**config.mk**
```make
export PLATFORM = sky130hd
export DESIGN_NAME = pixel_filter_engine
export DESIGN_NICKNAME = d
export VERILOG_FILES = /design/src/rtl/pixel_filter_engine.sv
export SDC_FILE = /design/constraint.sdc
export NUM_CORES = 1
export LEC_CHECK = 0
export CAP_MARGIN = 20
export CORE_MARGIN = 2
export CORE_UTILIZATION = 30
export CTS_BUF_LIST = sky130_fd_sc_hd__clkbuf_8
export DETAILED_ROUTE_END_ITERATION = 12
export PLACE_DENSITY = 0.58
export SETUP_SLACK_MARGIN = 0.2
export SYNTH_ARGS = -nofsm -noshare
export SYNTH_HDL_FRONTEND = slang
export SYNTH_SLANG_ARGS = --single-unit
export TNS_END_PERCENT = 100
```
**constraint.sdc**
```tcl
create_clock -name clk -period 6.78 [get_ports clk]
set_input_delay 1.017 -clock clk [delete_from_list [all_inputs] [get_ports clk]]
set_output_delay 1.017 -clock clk [all_outputs]
set_load 0.005 [all_outputs]
```
**src/rtl/pixel_filter_engine.sv**
```systemverilog
// pixel_filter_engine
//   Streams num_pix pixels from a synchronous-read source RAM through one of
//   four per-pixel filters into a destination RAM. Each pixel takes four
//   cycles: READ (address out), WAIT (RAM latency, capture), FILTER (register
//   result), WRITE (one-cycle write strobe).
//
// Ports
//   clk           clock, rising edge
//   reset         asynchronous, active-high reset
//   start_i       job request, sampled only while idle
//   abort_i       synchronous cancel of a running job
//   mode_i        00 copy, 01 gray, 10 invert, 11 threshold
//   threshold_i   threshold level for mode 11
//   num_pix_i     pixel count, 0 .. 2**ADDR_BITS
//   src_addr_o    source RAM read address
//   src_rdata_i   source RAM read data (1-cycle latency)
//   dst_addr_o    destination RAM write address
//   dst_we_o      destination write enable
//   dst_wdata_o   filtered pixel
//   busy_o        high whenever not idle
//   done_o        one-cycle completion pulse
//   pix_count_o   pixels written in the current or last job
//   last_gray_o   gray value of the most recently written source pixel
module pixel_filter_engine #(
   parameter int ADDR_BITS = 10,
   parameter int CH_W      = 8,
   localparam int PIX_W    = 3 * CH_W
) (
   input  logic                 clk,
   input  logic                 reset,
   input  logic                 start_i,
   input  logic                 abort_i,
   input  logic [1:0]           mode_i,
   input  logic [CH_W-1:0]      threshold_i,
   input  logic [ADDR_BITS:0]   num_pix_i,
   output logic [ADDR_BITS-1:0] src_addr_o,
   input  logic [PIX_W-1:0]     src_rdata_i,
   output logic [ADDR_BITS-1:0] dst_addr_o,
   output logic                 dst_we_o,
   output logic [PIX_W-1:0]     dst_wdata_o,
   output logic                 busy_o,
   output logic                 done_o,
   output logic [ADDR_BITS:0]   pix_count_o,
   output logic [CH_W-1:0]      last_gray_o
);

   typedef enum logic [2:0] {
      S_IDLE, S_READ, S_WAIT, S_FILTER, S_WRITE, S_DONE
   } state_t;

   localparam logic [ADDR_BITS:0] ONE    = (ADDR_BITS+1)'(1);
   localparam logic [CH_W+1:0]    THREE  = (CH_W+2)'(3);

   state_t               state_q, state_d;
   // One bit wider than the address so a full 2**ADDR_BITS job never wraps.
   logic [ADDR_BITS:0]   index_q, index_d;
   logic [ADDR_BITS:0]   pix_count_q, pix_count_d;
   logic [ADDR_BITS:0]   num_pix_q, num_pix_d;
   logic [CH_W-1:0]      last_gray_q, last_gray_d;
   logic [CH_W-1:0]      thr_q, thr_d;
   logic [1:0]           mode_q, mode_d;
   logic [PIX_W-1:0]     pix_q, pix_d;
   logic [PIX_W-1:0]     result_q, result_d;

   // ---------------- filter datapath (combinational from pix_q) ----------
   logic [CH_W+1:0]      sum;
   logic [CH_W-1:0]      gray;
   logic [PIX_W-1:0]     inv_pix;
   logic [PIX_W-1:0]     filt;

   // (2**CH_W-1) - x is simply the bitwise complement of x.
   genvar gi;
   generate
      for (gi = 0; gi < 3; gi++) begin : g_inv
         assign inv_pix[gi*CH_W +: CH_W] = ~pix_q[gi*CH_W +: CH_W];
      end
   endgenerate

   always_comb begin
      sum  = {2'b00, pix_q[3*CH_W-1:2*CH_W]}
           + {2'b00, pix_q[2*CH_W-1:CH_W]}
           + {2'b00, pix_q[CH_W-1:0]};
      // Max sum/3 is 2**CH_W-1, so the truncation never loses information.
      gray = CH_W'(sum / THREE);
      case (mode_q)
         2'b00:   filt = pix_q;
         2'b01:   filt = {3{gray}};
         2'b10:   filt = inv_pix;
         default: filt = (gray >= thr_q) ? {PIX_W{1'b1}} : {PIX_W{1'b0}};
      endcase
   end

   // ---------------- control FSM ------------------------------------------
   always_comb begin
      state_d     = state_q;
      index_d     = index_q;
      pix_count_d = pix_count_q;
      num_pix_d   = num_pix_q;
      last_gray_d = last_gray_q;
      thr_d       = thr_q;
      mode_d      = mode_q;
      pix_d       = pix_q;
      result_d    = result_q;
      dst_we_o    = 1'b0;
      done_o      = 1'b0;

      if (abort_i && (state_q != S_IDLE)) begin
         // Cancel wins over every transition; no strobe, no done, counts hold.
         state_d = S_IDLE;
      end else begin
         case (state_q)
            S_IDLE: begin
               if (start_i) begin
                  mode_d      = mode_i;
                  thr_d       = threshold_i;
                  num_pix_d   = num_pix_i;
                  index_d     = '0;
                  pix_count_d = '0;
                  state_d     = (num_pix_i == '0) ? S_DONE : S_READ;
               end
            end
            S_READ:   state_d = S_WAIT;
            S_WAIT: begin
               pix_d   = src_rdata_i;
               state_d = S_FILTER;
            end
            S_FILTER: begin
               result_d = filt;
               state_d  = S_WRITE;
            end
            S_WRITE: begin
               dst_we_o    = 1'b1;
               pix_count_d = pix_count_q + ONE;
               index_d     = index_q + ONE;
               last_gray_d = gray;
               state_d     = (index_q == num_pix_q - ONE) ? S_DONE : S_READ;
            end
            S_DONE: begin
               done_o  = 1'b1;
               state_d = S_IDLE;
            end
            default: state_d = S_IDLE;
         endcase
      end
   end

   always_ff @(posedge clk or posedge reset) begin
      if (reset) begin
         state_q     <= S_IDLE;
         index_q     <= '0;
         pix_count_q <= '0;
         num_pix_q   <= '0;
         last_gray_q <= '0;
         thr_q       <= '0;
         mode_q      <= '0;
         pix_q       <= '0;
         result_q    <= '0;
      end else begin
         state_q     <= state_d;
         index_q     <= index_d;
         pix_count_q <= pix_count_d;
         num_pix_q   <= num_pix_d;
         last_gray_q <= last_gray_d;
         thr_q       <= thr_d;
         mode_q      <= mode_d;
         pix_q       <= pix_d;
         result_q    <= result_d;
      end
   end

   assign busy_o      = (state_q != S_IDLE);
   assign src_addr_o  = index_q[ADDR_BITS-1:0];
   assign dst_addr_o  = index_q[ADDR_BITS-1:0];
   assign dst_wdata_o = result_q;
   assign pix_count_o = pix_count_q;
   assign last_gray_o = last_gray_q;

endmodule

```
Word-level counts from Yosys, hierarchy flattened. Cells that the tools add are included.

Flip-flop bits (word level): 102. Latch bits: 0. RAM bits: 0. Memory bits (read-only): 0. Input bits: 49. Output and inout port bits: 66. Word-level logic and storage cells: 55. Memories: 0.

$add $sub $neg: 5. Multiply operators: 0. Div/mod/pow operators: 1. Magnitude comparators: 1. Eq/ne operators: 10. Shifts and indexed selects: 0. Mux-type cells: 14. Bitwise logic cells: 4. Reductions and logical operators: 11.

Operators with widths (number): 24-bit case mux with 3 select lines (1); 11-bit case mux with 2 select lines (2); 24-bit two-way mux (1); 8-bit NOT (3); 11-bit by 1-bit adder with 11-bit output (second input constant) (2); 3-bit case mux with 5 select lines (1); 3-bit two-way mux (4); 11-bit equality test (1); 11-bit logical NOT (1); 11-bit two-way mux (1); 11-bit by 1-bit subtractor with 11-bit output (second input constant) (1); 9-bit by 8-bit adder with 10-bit output (1); 10-bit by 2-bit divider with 10-bit output (second input constant) (1); 8-bit by 8-bit adder with 9-bit output (1); 8-bit greater-or-equal comparator (1); 3-bit by 2-bit equality test with 1-bit output (second input constant) (2); 3-bit equality test (second input constant) (2); 2-bit AND reduction (3); 3-bit AND reduction (2); 1-bit two-way mux (4); 3-bit by 1-bit equality test with 1-bit output (second input constant) (1); 3-bit logical NOT (1); 3-bit != test (second input constant) (1); 3-bit nonzero test (1); 7 further kinds (7).

Depth between registers and ports, before layout. Gate-level depths: netlist (run 1).

Word-level depth: 6. Mapped depth: 33.

Worst setup path after synthesis (run 1). No wires, ideal clock.

Path type: register to register. Start point: register pix_q[1]. End point: register result_q[10] (netlist: dst_wdata_o[10]). Setup time: 0.121 ns. Arrival: 6.703 ns. Required time: 6.659 ns. Slack: -0.044 ns. Stages on the path, launching flop included: 32. Clock period less this slack: 6.824 ns. Cell sequence: dfrtp_1 > inv_1 > fa_1 > inv_1 > ha_1 > fa_1 > a21o_1 > and4_4 > or3_1 > and2_4 > a2111o_1 > and3_4 > or2_1 > buf_6 > o21ai_1 > o2111ai_2 > ha_1 > nor2_1 > a22o_1 > or2_1 > ha_1 > nand2b_1 > a21o_1 > a21o_1 > a21o_1 > a21o_1 > a21o_1 > a21o_1 > a21oi_1 > o21ai_1 > a21o_1 > o22a_1.

Word-level cells in the longest chain between the ends: 5.

RTL lines: start: declaration (RTL line 62) `logic [PIX_W-1:0] pix_q, pix_d;`; start signal: assignment (RTL line 166) `pix_q <= pix_d;`; 9-bit by 8-bit adder with 10-bit output * (RTL line 82) `+ {2'b00, pix_q[CH_W-1:0]};`; 10-bit by 2-bit divider with 10-bit output * (RTL line 84) `gray = CH_W'(sum / THREE);`; 8-bit greater-or-equal comparator (RTL line 89) `default: filt = (gray >= thr_q) ? {PIX_W{1'b1}} : {PIX_W{1'b0}};`; 24-bit two-way mux (RTL line 89); 24-bit case mux with 3 select lines * (RTL line 85) `case (mode_q)`; end signal: assignment (RTL line 167) `result_q <= result_d;`; end: declaration (RTL line 63) `logic [PIX_W-1:0] result_q, result_d;`.

Every way passes the cells marked *; elsewhere a longest branch is shown, timed or not. A chain may end at the register's enable or synchronous reset.

Worst setup path in the final report (run 1).
Start point: register pix_q[17]. End point: register result_q[20] (netlist: dst_wdata_o[20]).

Word-level cells in the longest chain between the ends: 6.

RTL lines: 8-bit by 8-bit adder with 9-bit output * (RTL line 81) `+ {2'b00, pix_q[2*CH_W-1:CH_W]}`; 9-bit by 8-bit adder with 10-bit output * (RTL line 82); 10-bit by 2-bit divider with 10-bit output * (RTL line 84); 8-bit greater-or-equal comparator (RTL line 89); 24-bit two-way mux (RTL line 89); 24-bit case mux with 3 select lines * (RTL line 85).

Marked as above.

==> out/metrics.cfg, run 1 <==
[clocking]
cts_max_level = 3
numCtsBuffers = 9
cts_tree = done
cts-root-buf = clkbuf_8
insertion_delay_ns = 0.38
cts_num_sinks = 102
clk_path_buf_depth = 2
cts.clk_slew.worst_paths_ns = 0.09
holdBufCountCts = 0

[synthesis]
ys_types = 75
synth_top_area_cell = dfrtp_1
synth_common_cells = dfrtp_1 (102), nor2_1 (69), nand2_1 (55), o21ai_0 (50), inv_1 (41)
syn_avg_cell_area_um2 = 9.28
synth.most_common_cell = dfrtp_1
ys_seq_area_share_pct = 39.5
ys_async_sr_fraction_pct = 100
yosysWarnings = 0
synthCells = 696
synth_edf_count = 0
synth-seq-cells = 102
synth-main-ff-cell = dfrtp_1
synthesis.area_um2 = 6460
synthTopCellsByArea = dfrtp_1 (40%), xnor2_1 (5.3%), mux2_2 (4.2%)
synth.top_cell.area_share_pct = 39.5
syn_nets = 773

[critical_path]
critPathLaunchType = register
crit_slowest_cell = fa_1
cp_max_fo = 8
cp_data_arrival_time_ns = 6.87
critPathMaxStageDelay_ns = 0.54
path_delay_family = compound AO/OA/AOI/OAI gates
cp_common_cell = a21o_1
criticalPathCategory = reg -> reg
path_buf_inv = 5
required_ns = 7.04
critPathCaptureType = register

[job]
cap_viol_max_count = 0

[timing]
tightest_slew_ns = 1.07
rsz0062_at_grt = yes
fin_skew_ns = 0.00935
post-route-period-util_pct = 97.5
hold_viol = 0
maxSlewViolCount = 0
holdWs_ns = 0.494
finalWorstSetupSlack_ns = 0.173
relSlewSlack_pct = 28.0
finalSetupViolations = 0
fin_crit_ns = 6.61
max_freq_mhz = 151

[place]
io_buffers = 114
place_ws_ns = -0.0325
routabilityCongestion = 0.862
hpwlAfterDp_um = 12900

[routing]
antenna_left = 0
drt_iter0_markers = 295
first_pass_iters = 5
route.detailed.drc = 0
routedWlPerCell_um = 15.9
drt-total-wl_um = 17200
avgViaCountPerCell = 4.94
vias = 5333

[die]
die-area_um2 = 22700
fp.dieW_um = 151
ios = 115
start_util_pct = 30.6
coreArea_um2 = 21100
dieHeight_um = 151
rows = 53

[global_route]
grt_pass1_wl_um = 27600
first_global_vias = 5096
grt_start_max_net_pins = 60
track_usage_pct = 15.6
gr-total-overflow = 0
antenna_found_initial = 1

[layout]
nets = 877
area_growth_pct = 29.9
layout-drive-gt1-share_pct = 15.4

[worst_hold_path]
hold_path_class = reg -> reg

[run_status]
status = completed

-- final cells by class --
class,count,area (um^2)
tap,275,344
antenna,1,2.50
sequential,102,2550
fill,2148,12700
multi-input combinational,495,3680
clock inverter,4,72.6
timing repair buffer,151,1450
clock buffer,10,138
inverter,41,156
-- state kept, by name, indices dropped and copies added (netlist names) --
register     flops
dst_wdata_o     24
index_q         11
last_gray_o      8
mode_q           2
num_pix_q       11
pix_count_o     11
pix_q           24
state_q          3
thr_q            8
-- logic make-up (layout without fill, tap and decap cells) --
family / count (synthesis) / in the layout / synth area share [%]
AOI/OAI and AO/OA: 161 / 161 / 17.5
xor gates and xnor gates: 57 / 57 / 7.73
adders and majority gates: 28 / 28 / 6.47
buffers and inverters: 99 / 206 / 7.30
DFF: 102 / 102 / 39.5
muxes: 26 / 26 / 4.50
other: 0 / 1 / 0
and+or+nand+nor: 223 / 223 / 17.0
-- timing repair --
action                                  4_1_cts  5_1_grt
pin swaps                                    40        5
buffers inserted                              6        1
resized for setup                            20        6
endpoints found under the hold margin         0        0
endpoints found under the setup margin       24       24
-- per-stage QoR --
stage / area [um^2] / std cells / TNS (ns) / utilization (%)
final: 8390 / 1079 / 0 / 39.8
after floorplan: 6560 / 696 / 0 / -
after CTS: 8350 / 1077 / 0 / 39.6
after detailed placement: 7960 / 1057 / -0.274 / 37.8
after global placement: 7960 / 1057 / 0 / 37.8
after global routing: 8390 / 1078 / -1.37 / 39.8
-- layer usage --
layer  up-vias  GRT usage [%]  routed length [um]
met1      2552           22.2                8430
li1       2630              -                   -
met2       138           23.8                7540
met3        13           3.79                1020
met5         -              0                   0
met4         0           3.60                 175
-- layout by cell type (no fill, tap or decap), drive strengths merged, types with 12 or more instances in the layout --
master	count
xor2	18
nand3	14
dfrtp	102
o22a	18
mux2	24
xnor2	39
a21oi	19
nor2	70
inv	41
nand2	55
nor3	22
o21ai	53
clkdlybuf4s50	114
ha	19
a21o	12
buf	37
-- path summary, 6_finish.rpt --
| check | slack (ns) | from | to | cells after the start |
|---|---|---|---|---|
| max | 0.17 | pix_q[17] | dst_wdata_o[20] | 33 |
| min | 0.49 | last_gray_o[7] | last_gray_o[7] | 2 |
| max reg2reg | 0.17 | pix_q[17] | dst_wdata_o[20] | 33 |
| min reg2reg | 0.49 | last_gray_o[7] | last_gray_o[7] | 2 |
| max in group asynchronous | 4.58 | reset | thr_q[7] | 3 |
| min in group asynchronous | 1.03 | reset | mode_q[0] | 2 |
-- worst register-to-register path: cells and delay by family, from the launching register on --
| family | cells | cell delay [ns] |
|---|---|---|
| flip-flops | 1 | 0.37 |
| AND/OR/NAND/NOR | 6 | 1.01 |
| AO/OA/AOI/OAI | 17 | 2.96 |
| adder cells (fa/ha/maj) | 5 | 1.63 |
| buffers and inverters | 5 | 0.52 |
Power of run 1 is left out: the tool's default activity adds up to more than one toggle a clock period on the data nets, which glitch-free logic cannot reach.
==> run 2, diff against run 1 <==
--- a/config.mk
+++ b/config.mk
@@ -8,7 +8,7 @@
 export CAP_MARGIN = 20
 export CORE_MARGIN = 2
 export CORE_UTILIZATION = 30
-export CTS_BUF_LIST = sky130_fd_sc_hd__clkbuf_8
+export CTS_BUF_LIST = sky130_fd_sc_hd__clkbuf_4
 export DETAILED_ROUTE_END_ITERATION = 12
 export PLACE_DENSITY = 0.58
 export SETUP_SLACK_MARGIN = 0.2
==> out/metrics.cfg, run 2 (synthesis results as in run 1) <==
[critical_path]
crit_start = pix_q[17]
critPathCaptureType = register
critPathMaxStageDelay_ns = 0.54  ; about the same
critPathLaunchType = register
criticalPathCategory = reg -> reg
cp_common_cell = a21o_1
cp_max_fo = 8  ; unchanged
crit_slowest_cell = fa_1
r2r_start = pix_q[17]
required_ns = 7.15  ; +0.11 ns
cp_data_arrival_time_ns = 6.98  ; +0.11 ns

[global_route]
gr-total-overflow = 0  ; unchanged
first_global_vias = 5117  ; +0.41%
grt_start_max_net_pins = 60  ; unchanged
grt_pass1_wl_um = 27700  ; +0.25%
antenna_found_initial = 1  ; unchanged
track_usage_pct = 15.6  ; +0.058 points

[timing]
fin_crit_ns = 6.61  ; +0.00255 ns
rsz0062_at_grt = yes
maxSlewViolCount = 0  ; unchanged
relSlewSlack_pct = 30.0  ; +2.0 points
finalWorstSetupSlack_ns = 0.170  ; -0.00255 ns
tightest_slew_ns = 1.04  ; -0.0290 ns
max_freq_mhz = 151  ; about the same
hold_viol = 0  ; unchanged
fin_skew_ns = 0.0128  ; +0.00347 ns
finalSetupViolations = 0  ; unchanged
post-route-period-util_pct = 97.5  ; about the same

[routing]
route.detailed.drc = 0  ; unchanged
vias = 5365  ; +0.60%
drt-total-wl_um = 17200  ; +0.43%
antenna_left = 0  ; unchanged
avgViaCountPerCell = 4.96  ; +0.41%
drt_iter0_markers = 230  ; -22%
routedWlPerCell_um = 15.9  ; +0.25%
first_pass_iters = 5  ; unchanged

[die]
dieHeight_um = 151  ; unchanged
rows = 53  ; unchanged
coreArea_um2 = 21100  ; unchanged
ios = 115  ; unchanged
die-area_um2 = 22700  ; unchanged
fp.dieW_um = 151  ; unchanged
start_util_pct = 30.6  ; unchanged

[place]
io_buffers = 114  ; unchanged
place_ws_ns = -0.0325  ; unchanged
routabilityCongestion = 0.862  ; unchanged
hpwlAfterDp_um = 12900  ; unchanged

[clocking]
numCtsBuffers = 9  ; unchanged
cts_tree = done
cts_num_sinks = 102  ; unchanged
clk_path_buf_depth = 2  ; unchanged
cts.clk_slew.worst_paths_ns = 0.15  ; +0.06 ns
insertion_delay_ns = 0.47  ; +0.09 ns
cts-root-buf = clkbuf_4
holdBufCountCts = 0  ; unchanged
cts_max_level = 3  ; unchanged

[layout]
nets = 879  ; +0.23%
fillers = 2146  ; -0.093%
area_growth_pct = 29.0
layout-drive-gt1-share_pct = 15.3  ; -0.16 points
layout_common_cells = clkdlybuf4s50_1 (114), dfrtp_1 (102), nor2_1 (68)
final_common_cell = clkdlybuf4s50_1

[worst_hold_path]
min_from = last_gray_o[7]
hold_path_class = reg -> reg

[job]
cap_viol_max_count = 0  ; unchanged

[run_status]
status = completed

run 2: cell types whose count changed in the layout (fill, tap and decap cells not counted):
| cell | change |
|---|---|
| clkbuf_8 | -10 |
| clkbuf_4 | +9 |
| buf_4 | +2 |
| nor3_1 | +2 |
| nor3_2 | -2 |
| clkinv_1 | +1 |
run 2: per-layer routing:
layer  wire [um]  share of wire, %  up-vias  global-route usage (%)
met5           0                 0        -                       0
met4         210               1.2        0                    3.55
met3        1120               6.5       18                    3.85
met2        7550                44      155                    24.0
met1        8360                49     2562                    22.2
li1            -                 -     2630                       -
run 2: final timing paths:
kind                                   end  slack, ns  cells after the start
min in group asynchronous        mode_q[0]       0.92                      2
min                         last_gray_o[7]       0.51                      2
max                        dst_wdata_o[22]       0.17                     32
max reg2reg                dst_wdata_o[22]       0.17                     32
min reg2reg                 last_gray_o[7]       0.51                      2
max in group asynchronous   dst_wdata_o[8]       4.69                      3
run 2: area by class of cell:
cell class	instances	area (um^2)	area share (%)
Timing Repair Buffer	153	1460	17.5
Clock buffer	9	67.6	0.811
Tap cell	275	344	4.13
Antenna cell	1	2.50	0.0300
Sequential cell	102	2550	30.6
Clock inverter	5	76.3	0.916
Inverter	41	156	1.88
Multi-Input combinational cell	495	3670	44.0
run 2: through the flow:
step                      hold slack, ns  TNS, ns  utilization, %  area, um^2  instances
after detailed placement           0.478   -0.274            37.8        7960       1057
after global placement             0.468        0            37.8        7960       1057
after floorplan                    0.470        0               -        6560        696
after CTS                          0.512        0            39.3        8290       1077
final                              0.507        0            39.5        8330       1081
after global routing               0.548    -1.19            39.5        8330       1080
run 2: what timing repair did:
item	in CTS	in global routing
setup endpoints to repair	24	24
gates cloned	0	0
gates resized for setup	21	3
pin swaps	40	3
endpoints found under the hold margin	0	0
setup buffers	6	3
run 2: critical path: cells and delay by family (launching register included):
kind | cells | cell delay [ns]
compound gates | 16 | 2.84
fa+ha+maj | 5 | 1.62
simple gates | 7 | 1.28
flops | 1 | 0.39
buf+inv | 4 | 0.36
Power of run 2 is left out for the same reason.
